<file path="src/rtl/booth_mul_arbiter.sv">
`default_nettype none
// ============================================================================
// Module      : booth_mul_arbiter
// Description : Round-robin arbiter/sequencer sharing one radix-2 Booth
//               multiplier between two requesters. Optional macro
//               BOOTH_ZERO_BYPASS_EN returns zero products without running
//               the multiplier.
// Revision    : 1.0 - initial release
// ============================================================================
module booth_mul_arbiter #(
    parameter int WIDTH      = 16,
    parameter int RUN_CYCLES = WIDTH
) (
    input  logic                 clk,
    input  logic                 reset,

    input  logic                 req0_valid,
    output logic                 req0_ready,
    input  logic [WIDTH-1:0]     req0_m,
    input  logic [WIDTH-1:0]     req0_q,
    output logic                 rsp0_valid,
    input  logic                 rsp0_ready,
    output logic [2*WIDTH-1:0]   rsp0_p,

    input  logic                 req1_valid,
    output logic                 req1_ready,
    input  logic [WIDTH-1:0]     req1_m,
    input  logic [WIDTH-1:0]     req1_q,
    output logic                 rsp1_valid,
    input  logic                 rsp1_ready,
    output logic [2*WIDTH-1:0]   rsp1_p,

    output logic                 mul_reset,
    output logic                 mul_load,
    output logic [WIDTH-1:0]     mul_m,
    output logic [WIDTH-1:0]     mul_q,
    input  logic [2*WIDTH-1:0]   mul_p,
    output logic                 busy
);

    localparam int CNT_W = $clog2(RUN_CYCLES + 1);
    localparam logic [CNT_W-1:0] c_run_last = CNT_W'(RUN_CYCLES - 1);

    typedef enum logic [2:0] {
        S_IDLE = 3'd0,
        S_CLR  = 3'd1,
        S_LOAD = 3'd2,
        S_RUN  = 3'd3,
        S_CAP  = 3'd4,
        S_RESP = 3'd5
    } state_t;

    state_t               state_q,      state_d;
    logic                 last_grant_q, last_grant_d;
    logic                 owner_q,      owner_d;
    logic [CNT_W-1:0]     run_cnt_q,    run_cnt_d;
    logic [WIDTH-1:0]     op_m_q,       op_m_d;
    logic [WIDTH-1:0]     op_q_q,       op_q_d;
    logic [2*WIDTH-1:0]   rsp0_p_q,     rsp0_p_d;
    logic [2*WIDTH-1:0]   rsp1_p_q,     rsp1_p_d;
    logic                 rsp0_valid_q, rsp0_valid_d;
    logic                 rsp1_valid_q, rsp1_valid_d;
    logic                 mul_reset_q,  mul_reset_d;
    logic                 mul_load_q,   mul_load_d;
    logic                 busy_q,       busy_d;

    logic                 w_idle;
    logic                 w_grant0;
    logic                 w_grant1;
    logic [WIDTH-1:0]     w_sel_m;
    logic [WIDTH-1:0]     w_sel_q;
    logic                 w_rsp_ready;
`ifdef BOOTH_ZERO_BYPASS_EN
    logic                 w_zero;
`endif

    // On contention the requester that was not served last wins; reset
    // gating keeps ready low while the block is held in reset.
    assign w_idle   = reset && (state_q == S_IDLE);
    assign w_grant0 = w_idle && req0_valid && (!req1_valid ||  last_grant_q);
    assign w_grant1 = w_idle && req1_valid && (!req0_valid || !last_grant_q);

    assign w_sel_m     = w_grant1 ? req1_m : req0_m;
    assign w_sel_q     = w_grant1 ? req1_q : req0_q;
    assign w_rsp_ready = owner_q ? rsp1_ready : rsp0_ready;
`ifdef BOOTH_ZERO_BYPASS_EN
    assign w_zero      = (w_sel_m == '0) || (w_sel_q == '0);
`endif

    always_comb begin
        state_d      = state_q;
        last_grant_d = last_grant_q;
        owner_d      = owner_q;
        run_cnt_d    = run_cnt_q;
        op_m_d       = op_m_q;
        op_q_d       = op_q_q;
        rsp0_p_d     = rsp0_p_q;
        rsp1_p_d     = rsp1_p_q;

        case (state_q)
            S_IDLE: begin
                if (w_grant0 || w_grant1) begin
                    owner_d      = w_grant1;
                    last_grant_d = w_grant1;
                    op_m_d       = w_sel_m;
                    op_q_d       = w_sel_q;
                    state_d      = S_CLR;
`ifdef BOOTH_ZERO_BYPASS_EN
                    if (w_zero) begin
                        state_d = S_RESP;
                        if (w_grant1) begin
                            rsp1_p_d = '0;
                        end else begin
                            rsp0_p_d = '0;
                        end
                    end
`endif
                end
            end
            S_CLR: begin
                state_d = S_LOAD;
            end
            S_LOAD: begin
                run_cnt_d = '0;
                state_d   = S_RUN;
            end
            S_RUN: begin
                run_cnt_d = run_cnt_q + 1'b1;
                if (run_cnt_q == c_run_last) begin
                    state_d = S_CAP;
                end
            end
            S_CAP: begin
                if (owner_q) begin
                    rsp1_p_d = mul_p;
                end else begin
                    rsp0_p_d = mul_p;
                end
                state_d = S_RESP;
            end
            S_RESP: begin
                if (w_rsp_ready) begin
                    state_d = S_IDLE;
                end
            end
            default: begin
                state_d = S_IDLE;
            end
        endcase

        // Outputs are decoded from the next state so they register with it.
        mul_reset_d  = (state_d == S_IDLE) || (state_d == S_CLR);
        mul_load_d   = (state_d == S_LOAD);
        busy_d       = (state_d != S_IDLE);
        rsp0_valid_d = (state_d == S_RESP) && !owner_d;
        rsp1_valid_d = (state_d == S_RESP) &&  owner_d;
    end

    always_ff @(posedge clk or negedge reset) begin
        if (!reset) begin
            state_q      <= S_IDLE;
            last_grant_q <= 1'b1;
            owner_q      <= 1'b0;
            run_cnt_q    <= '0;
            op_m_q       <= '0;
            op_q_q       <= '0;
            rsp0_p_q     <= '0;
            rsp1_p_q     <= '0;
            rsp0_valid_q <= 1'b0;
            rsp1_valid_q <= 1'b0;
            mul_reset_q  <= 1'b1;
            mul_load_q   <= 1'b0;
            busy_q       <= 1'b0;
        end else begin
            state_q      <= state_d;
            last_grant_q <= last_grant_d;
            owner_q      <= owner_d;
            run_cnt_q    <= run_cnt_d;
            op_m_q       <= op_m_d;
            op_q_q       <= op_q_d;
            rsp0_p_q     <= rsp0_p_d;
            rsp1_p_q     <= rsp1_p_d;
            rsp0_valid_q <= rsp0_valid_d;
            rsp1_valid_q <= rsp1_valid_d;
            mul_reset_q  <= mul_reset_d;
            mul_load_q   <= mul_load_d;
            busy_q       <= busy_d;
        end
    end

    assign req0_ready = w_grant0;
    assign req1_ready = w_grant1;
    assign rsp0_valid = rsp0_valid_q;
    assign rsp1_valid = rsp1_valid_q;
    assign rsp0_p     = rsp0_p_q;
    assign rsp1_p     = rsp1_p_q;
    assign mul_reset  = mul_reset_q;
    assign mul_load   = mul_load_q;
    assign mul_m      = op_m_q;
    assign mul_q      = op_q_q;
    assign busy       = busy_q;

endmodule
`default_nettype wire

</file>
<file path="config.mk">
export PLATFORM = sky130hd
export DESIGN_NAME = booth_mul_arbiter
export DESIGN_NICKNAME = d
export VERILOG_FILES = /design/src/rtl/booth_mul_arbiter.sv
export SDC_FILE = /design/constraint.sdc
export NUM_CORES = 1
export LEC_CHECK = 0
export CAP_MARGIN = 15
export CORE_ASPECT_RATIO = 1.25
export CORE_UTILIZATION = 47
export CTS_BUF_LIST = sky130_fd_sc_hd__clkbuf_4
export DETAILED_ROUTE_END_ITERATION = 8
export GPL_TIMING_DRIVEN = 0
export HOLD_SLACK_MARGIN = 0.1
export PLACE_DENSITY = 0.86
export SLEW_MARGIN = 20
export SYNTH_ARGS = -nofsm -noshare
export SYNTH_HDL_FRONTEND = slang
export SYNTH_SLANG_ARGS = --single-unit
</file>
<file path="constraint.sdc">
create_clock -name clk -period 5.25 [get_ports clk]
set_clock_uncertainty 0.2 [all_clocks]
set_input_delay 1.05 -clock clk [delete_from_list [all_inputs] [get_ports clk]]
set_output_delay 1.05 -clock clk [all_outputs]
set_load 0.05 [all_outputs]
</file>
==> results of run 1 <==
-- placed cells by master (no fill, tap or decap), drive strengths merged, types with 3 or more instances in the layout --
cell type | Yosys | layout
a21oi | 35 | 35
clkinvlp | 0 | 3
inv | 4 | 5
nand2 | 9 | 9
clkbuf | 16 | 25
mux2 | 66 | 66
dfrtp | 109 | 109
nand3 | 35 | 35
o21ai | 38 | 38
clkdlybuf4s50 | 0 | 203
buf | 17 | 19
a31oi | 34 | 34
-- per-layer routing --
layer  share of wire, %  routed length [microns]
met3                9.6                     1270
met2                 52                     6880
met1                 37                     4880
met5                  0                        0
met4                1.4                      191
-- through the flow --
step | util (%) | TNS (ns) | instances | hold slack [ns]
3_5_place_dp | 70.2 | 0 | 723 | 0.273
5_1_grt | 71.8 | 0 | 739 | 0.265
4_1_cts | 71.8 | 0 | 739 | 0.260
6_report | 71.8 | 0 | 739 | 0.274
2_1_floorplan | - | 0 | 389 | 0.243
3_3_place_gp | 69.9 | -187.23 | 722 | 0.254
-- area by class of cell --
cell class	instances	area [sq um]
flip-flops and latches	111	2780
clock buffers	9	67.6
fillers	707	2830
repair buffers	205	2070
clock inverters	7	95.1
multi-input cells	241	1810
plain buffers	33	219
inverters	4	15.0
well taps	129	161
-- state kept, by name, indices dropped and copies added (netlist names), 3 cells and up --
name	flops
mul_m	16
mul_q	16
rsp0_p	32
rsp1_p	32
run_cnt_q	5
state_q	3
-- power breakdown --
group	internal, mW	leakage (nW)	switching (mW)	total [mW]
Combinational	0.477	1.55	0.819	1.30
Clock	0.193	0.0762	0.279	0.473
Sequential	1.04	1.41	0.128	1.16
Total	1.71	3.04	1.23	2.93
-- synth_stat cells (all sizes together), types with 2 or more instances --
master | n | share of area (%)
dfrtp | 109 | 57
mux2 | 66 | 16
o21ai | 38 | 4.2
a21oi | 35 | 3.6
nand3 | 35 | 3.6
a31oi | 34 | 4.4
buf | 17 | 3.3
clkbuf | 16 | 1.2
nand2 | 9 | 0.70
inv | 4 | 0.31
and2 | 2 | 0.26
dfstp | 2 | 1.1
ha | 2 | 0.52
nand2b | 2 | 0.26
nor2b | 2 | 0.26
nor3b | 2 | 0.31
nor4b | 2 | 0.99
-- final timing paths --
check / slack [ns] / startpoint / to
min in group clk: 0.29 / run_cnt_q[3] / run_cnt_q[3]
max reg2reg: 3.13 / state_q[1] / mul_q[14]
max: 0.72 / req1_valid / req1_ready
min: 0.27 / reset / rsp0_p[4]
min reg2reg: 0.29 / run_cnt_q[3] / run_cnt_q[3]
max in group asynchronous: 3.87 / reset / last_grant_q
-- cell families after synthesis --
family / share of synthesized area, %
AO/OA/AOI/OAI: 12.9
adder cells (fa/ha/maj): 0.518
buffers and inverters: 4.85
flip-flops: 57.6
multiplexers: 16.4
AND/OR/NAND/NOR: 7.73
-- worst reg2reg max path: stages (launching register included) --
cell	delay [ns]
dfrtp_1	0.41
buf_6	0.15
nor4b_4	0.45
and2_0	0.18
clkbuf_1	0.21
buf_2	0.27
a31oi_1	0.12
==> summary.md, run 1 <==
| Metric | Value |
|---|---|
| Worst slack, placed | 0.726 ns |
| Cts repair resizes | 0 |
| Worst Path Required | ~4 ns |
| CP bufs+invs | 3 |
| Met2 GRT Util | ~46% |
| Yosys warning count | 0 |
| Ports | between 200 and 250 |
| Via count | 3998 |
| RSZ-0062 raised after global routing | false |
| Synth cell types | 37 |
| Flops & latches, synth | 111 |
| ANT nets after route | 0 |
| Die ar. | 0.0107 sq mm |
| Slack of the critical path | 0.719 ns |
| Post CTS Setup Buffer Count | 0 |
| GRT met3 Usage | 8.13% |
| First-pass GRT wire length | 21.0 mm |
| Arrival time worst endpoint | 3.28 ns |
| Seq/Total Area, Yosys | slightly below 60% |
| Top_reg_cell synth | dfrtp_1 |
| CTS Root Cell | clkbuf_4 |
| Async set or reset register ratio after synthesis | 100% |
| Slew headroom | between 60 and 70% |
| Setup crit end kind | output pin |
| Area delta synth->final | 49.6% |
| Post-Syn Nets | 493 |
| WL per Instance | around 18 microns |
| Clk_lat worst skew | between 0.4 and 0.5 ns |
| # diodes | 0 |
| Fin. Hold Viols | 0 |
| CTS sink count | 111 |
| TritonCTS clock tree | built |
| IO buf count | 204 |
| Clk slew on worst S/H paths | between 0.15 and 0.2 ns |
| Core ar. | 0.0101 sq mm |
| Die X | 92.6 microns |
| Leakage power | 3.04 nW |
| Reg2reg path depth | 6 |
| Die Y | between 100 and 150 microns |
| Crit-path max FO | 6 |
| Max-cap violations | 0 |
| Drc violations | 0 |
| Crit-path cells | clkdlybuf4s50_1 -> a21boi_1 -> nand2_1 -> inv_1 -> clkdlybuf4s50_1 |
| Cell area power density | 406 mW/mm^2 |
| Levels on crit path | 5 |
| Worst-margin pin slew | 0.583 ns |
| CP top delay family | buffers and inverters |
| Vias in the first global route | roughly 4200 |
| Status | finished clean |
| Initial Utilization | 48.0% |
| Final WL | 13.2 mm |
| Final Power | a little under 3 mW |
| Max-slew violation count | 0 |
| DRT iter0 DRCs | approximately 130 |
| Total track usage | 25.6% |
| Final min period | 4.53 ns |
| Worst Setup Path Type | in -> out |
| 1st-pass router iterations | 5 |
| DP HPWL | 10.4 mm |
| Startpoint types | input pin |
| DR vias/cell | 5.41 |
| CTS H-Tree Depth | 3 |
| Nets | 709 |
| Area of the mapped netlist | 0.00483 sq mm |
| Max IR drop VDD | approximately 0.29 mV |
| Final Wtd Congestion | 0.872 |
| Number of synthesized flops with an enable pin | 0 |
| Final number of setup-violating endpoints | 0 |
| Hold_buf cts | 0 |
| Mean Syn Cell Area | 12.4 sq um |
| Worst min path class | in -> async |
| F_max | 0.221 GHz |
| Finished Cell Area | about 0.0072 sq mm |
| Num CTS Buffers | 9 |
| Final period utilization | 86.3% |
| Gr busiest metal | met2 |
| Largest net degree at the start of global routing | 73 |
| Antenna violations before repair | 0 |
| Syn Inst Count | about 390 |
| CP max-delay cell | clkdlybuf4s50_1 |
| FP Rows | 41 |
| Cell mode on critical path | clkdlybuf4s50_1 |
| GR Util met1 | 28.1% |
| Placed inst area | 0.00706 sq mm |
| Max incr delay on CP | 0.84 ns |
| Grt total ovfl | 0 |
| Layout cells sized above 1 | 16.6% |
| Longest Clk Path Bufs | 2 |
(Power assumes the default switching activity.)
==> run 2, diff against run 1 <==
- CTS_CLUSTER_DIAMETER: default -> 200
- CTS_CLUSTER_SIZE: default -> 24
==> results of run 2 <==
No change in the layout: final DEF, timing and power equal those of run 1.
==> run 3, diff against run 2 <==
- CAP_MARGIN: 15 -> 20
- CORE_UTILIZATION: 47 -> 44
- PLACE_DENSITY: 0.86 -> 0.82
- SKIP_LAST_GASP: default -> 1
- clock period: 5.25 -> 4.3 ns (I/O delays scaled with it)
==> summary.md, run 3 (same netlist as run 1, synthesis figures left out) <==
| Metric | Value |
|---|---|
| Layout cells sized above 1 | 16.6% (+0.055 points) |
| Die Y | 119 microns (+3.3%) |
| Worst slack, placed | 0.0103 ns (-0.715 ns) |
| TritonCTS clock tree | built |
| Final period utilization | 84.7% |
| Longest Clk Path Bufs | 2 (unchanged) |
| Post-Layout Cell Count | 748 (+1.2%) |
| CTS sink count | 111 (unchanged) |
| Num CTS Buffers | 9 (unchanged) |
| Final Power | 3.59 mW (+22%) |
| Worst min path class | in -> async |
| Slew headroom | 43.2% (-18 points) |
| Finished Cell Area | 0.00729 sq mm (+0.92%) |
| Total track usage | 24.9% (-0.69 points) |
| IO buf count | 204 (unchanged) |
| Final number of setup-violating endpoints | 0 (unchanged) |
| First-pass GRT wire length | 21.5 mm (+2.6%) |
| 1st-pass router iterations | 4 (-1) |
| CP max-delay cell | clkdlybuf4s50_1 |
| Drc violations | 0 (unchanged) |
| Most common cell after layout, fill and taps aside | clkdlybuf4s50_1 |
| Vias in the first global route | 4268 (+2.5%) |
| Startpoint types | input pin |
| Antenna violations before repair | 2 (+2) |
| Max incr delay on CP | 0.52 ns (-0.32 ns) |
| Cell area power density | 493 mW/mm^2 (+21%) |
| Setup crit end kind | output pin |
| Placed Cells | 726 (+0.41%) |
| RSZ-0062 raised after global routing | false |
| Filler cell count | 788 (+11%) |
| Max-slew violation count | 0 (unchanged) |
| DRT iter0 DRCs | 131 (+1.6%) |
| WL per Instance | 18.4 microns (+3.0%) |
| Slack of the critical path | 0.657 ns (-0.0623 ns) |
| DR vias/cell | 5.41 (about the same) |
| Worst-margin pin slew | 0.849 ns (+0.266 ns) |
| Area delta synth->final | 51.0% |
| Initial Utilization | 45.5% (-2.5 points) |
| CTS Root Cell | clkbuf_4 |
| Status | finished clean |
| Leakage power | 3.11 nW (+2.4%) |
| Max IR drop VDD | 0.326 mV (+13%) |
| Placed inst area | 0.00706 sq mm (about the same) |
| Largest net degree at the start of global routing | 62 (-15%) |
| Fin. Hold Viols | 0 (unchanged) |
| Grt total ovfl | 0 (unchanged) |
| Final min period | 3.64 ns |
| F_max | 0.274 GHz |
| Crit-path cells | clkdlybuf4s50_1 -> a21boi_1 -> nand2_1 -> inv_1 -> dlymetal6s2s_1 |
| Via count | 4050 (+1.3%) |
| Clk_lat worst skew | 0.45 ns (about the same) |
| Final Wtd Congestion | 0.888 (+1.8%) |
| Die ar. | 0.0114 sq mm (+6.7%) |
| CTS H-Tree Depth | 3 (unchanged) |
| Core ar. | 0.0106 sq mm (+5.6%) |
| Final WL | 13.8 mm (+4.3%) |
| Arrival time worst endpoint | 2.58 ns (-0.70 ns) |
| Most frequent cells in the layout | clkdlybuf4s50_1 (201), dfrtp_1 (109), mux2_2 (48) |
| Worst Setup Path Type | in -> out |
| Die X | 95.7 microns (+3.3%) |
| FP Rows | 42 (+2.4%) |
| Worst Path Required | 3.24 ns (-0.76 ns) |
| ANT nets after route | 0 (unchanged) |
| DP HPWL | 10.3 mm (-0.44%) |
| Crit-path max FO | 6 (unchanged) |
| Clk slew on worst S/H paths | 0.17 ns (about the same) |
| Ports | 205 (unchanged) |
| Max-cap violations | 0 (unchanged) |
| Nets | 713 (+0.56%) |
-- run 3: per-stage QoR --
| step | util, % | setup TNS (ns) | hold WS (ns) |
|---|---|---|---|
| after global placement | 66.3 | -322.89 | 0.258 |
| after CTS | 68.1 | 0 | 0.119 |
| final | 68.6 | 0 | 0.173 |
| after global routing | 68.6 | 0 | 0.121 |
| after detailed placement | 66.5 | 0 | 0.270 |
| after floorplan | - | 0 | 0.243 |
-- run 3: metal layers --
layer | wire (microns) | vias up | global-route usage [%]
met5 | 0 | - | 0
met2 | 6910 | 225 | 42.6
met3 | 1730 | 17 | 10.3
met1 | 4920 | 1946 | 27.0
li1 | - | 1862 | -
met4 | 221 | 0 | 9.14
-- run 3: worst paths after layout --
check | startpoint | endpoint | slack (ns) | cells past startpoint
worst max register to register | state_q[1] | mul_m[3] | 2.21 | 6
worst min-delay path | reset | state_q[1] | 0.17 | 2
min in group clk | run_cnt_q[3] | run_cnt_q[3] | 0.28 | 1
max in group asynchronous | reset | mul_m[10] | 2.45 | 2
worst max-delay path | req1_valid | req1_ready | 0.66 | 5
worst min register to register | run_cnt_q[3] | run_cnt_q[3] | 0.28 | 1
-- run 3: worst max-delay path, delay by kind of cell --
| family | cells | cell delay, ns |
|---|---|---|
| AOI/OAI and AO/OA | 1 | 0.44 |
| buffers and inverters | 3 | 1.09 |
| and+or+nand+nor | 1 | 0.19 |
-- run 3: layout make-up --
class | instances | area, sq um | share of cell area, %
flip-flops and latches | 111 | 2780 | 38.2
repair buffers | 209 | 2130 | 29.2
multi-input cells | 241 | 1810 | 24.9
plain buffers | 33 | 219 | 3.00
well taps | 132 | 165 | 2.27
clock inverters | 6 | 90.1 | 1.24
clock buffers | 10 | 75.1 | 1.03
inverters | 4 | 15.0 | 0.206
diodes | 2 | 5.00 | 0.0687
-- run 3: what timing repair did --
| item | CTS | global route |
|---|---|---|
| setup endpoints to repair | 0 | 2 |
| resized for setup | 0 | 2 |
| hold buffers | 0 | 4 |
| endpoints found under the hold margin | 0 | 4 |
| setup buffers | 0 | 0 |
-- run 3: where the power goes --
group          switching (mW)  internal [mW]
clock network           0.340          0.247
logic                    1.00          0.586
registers               0.153           1.27
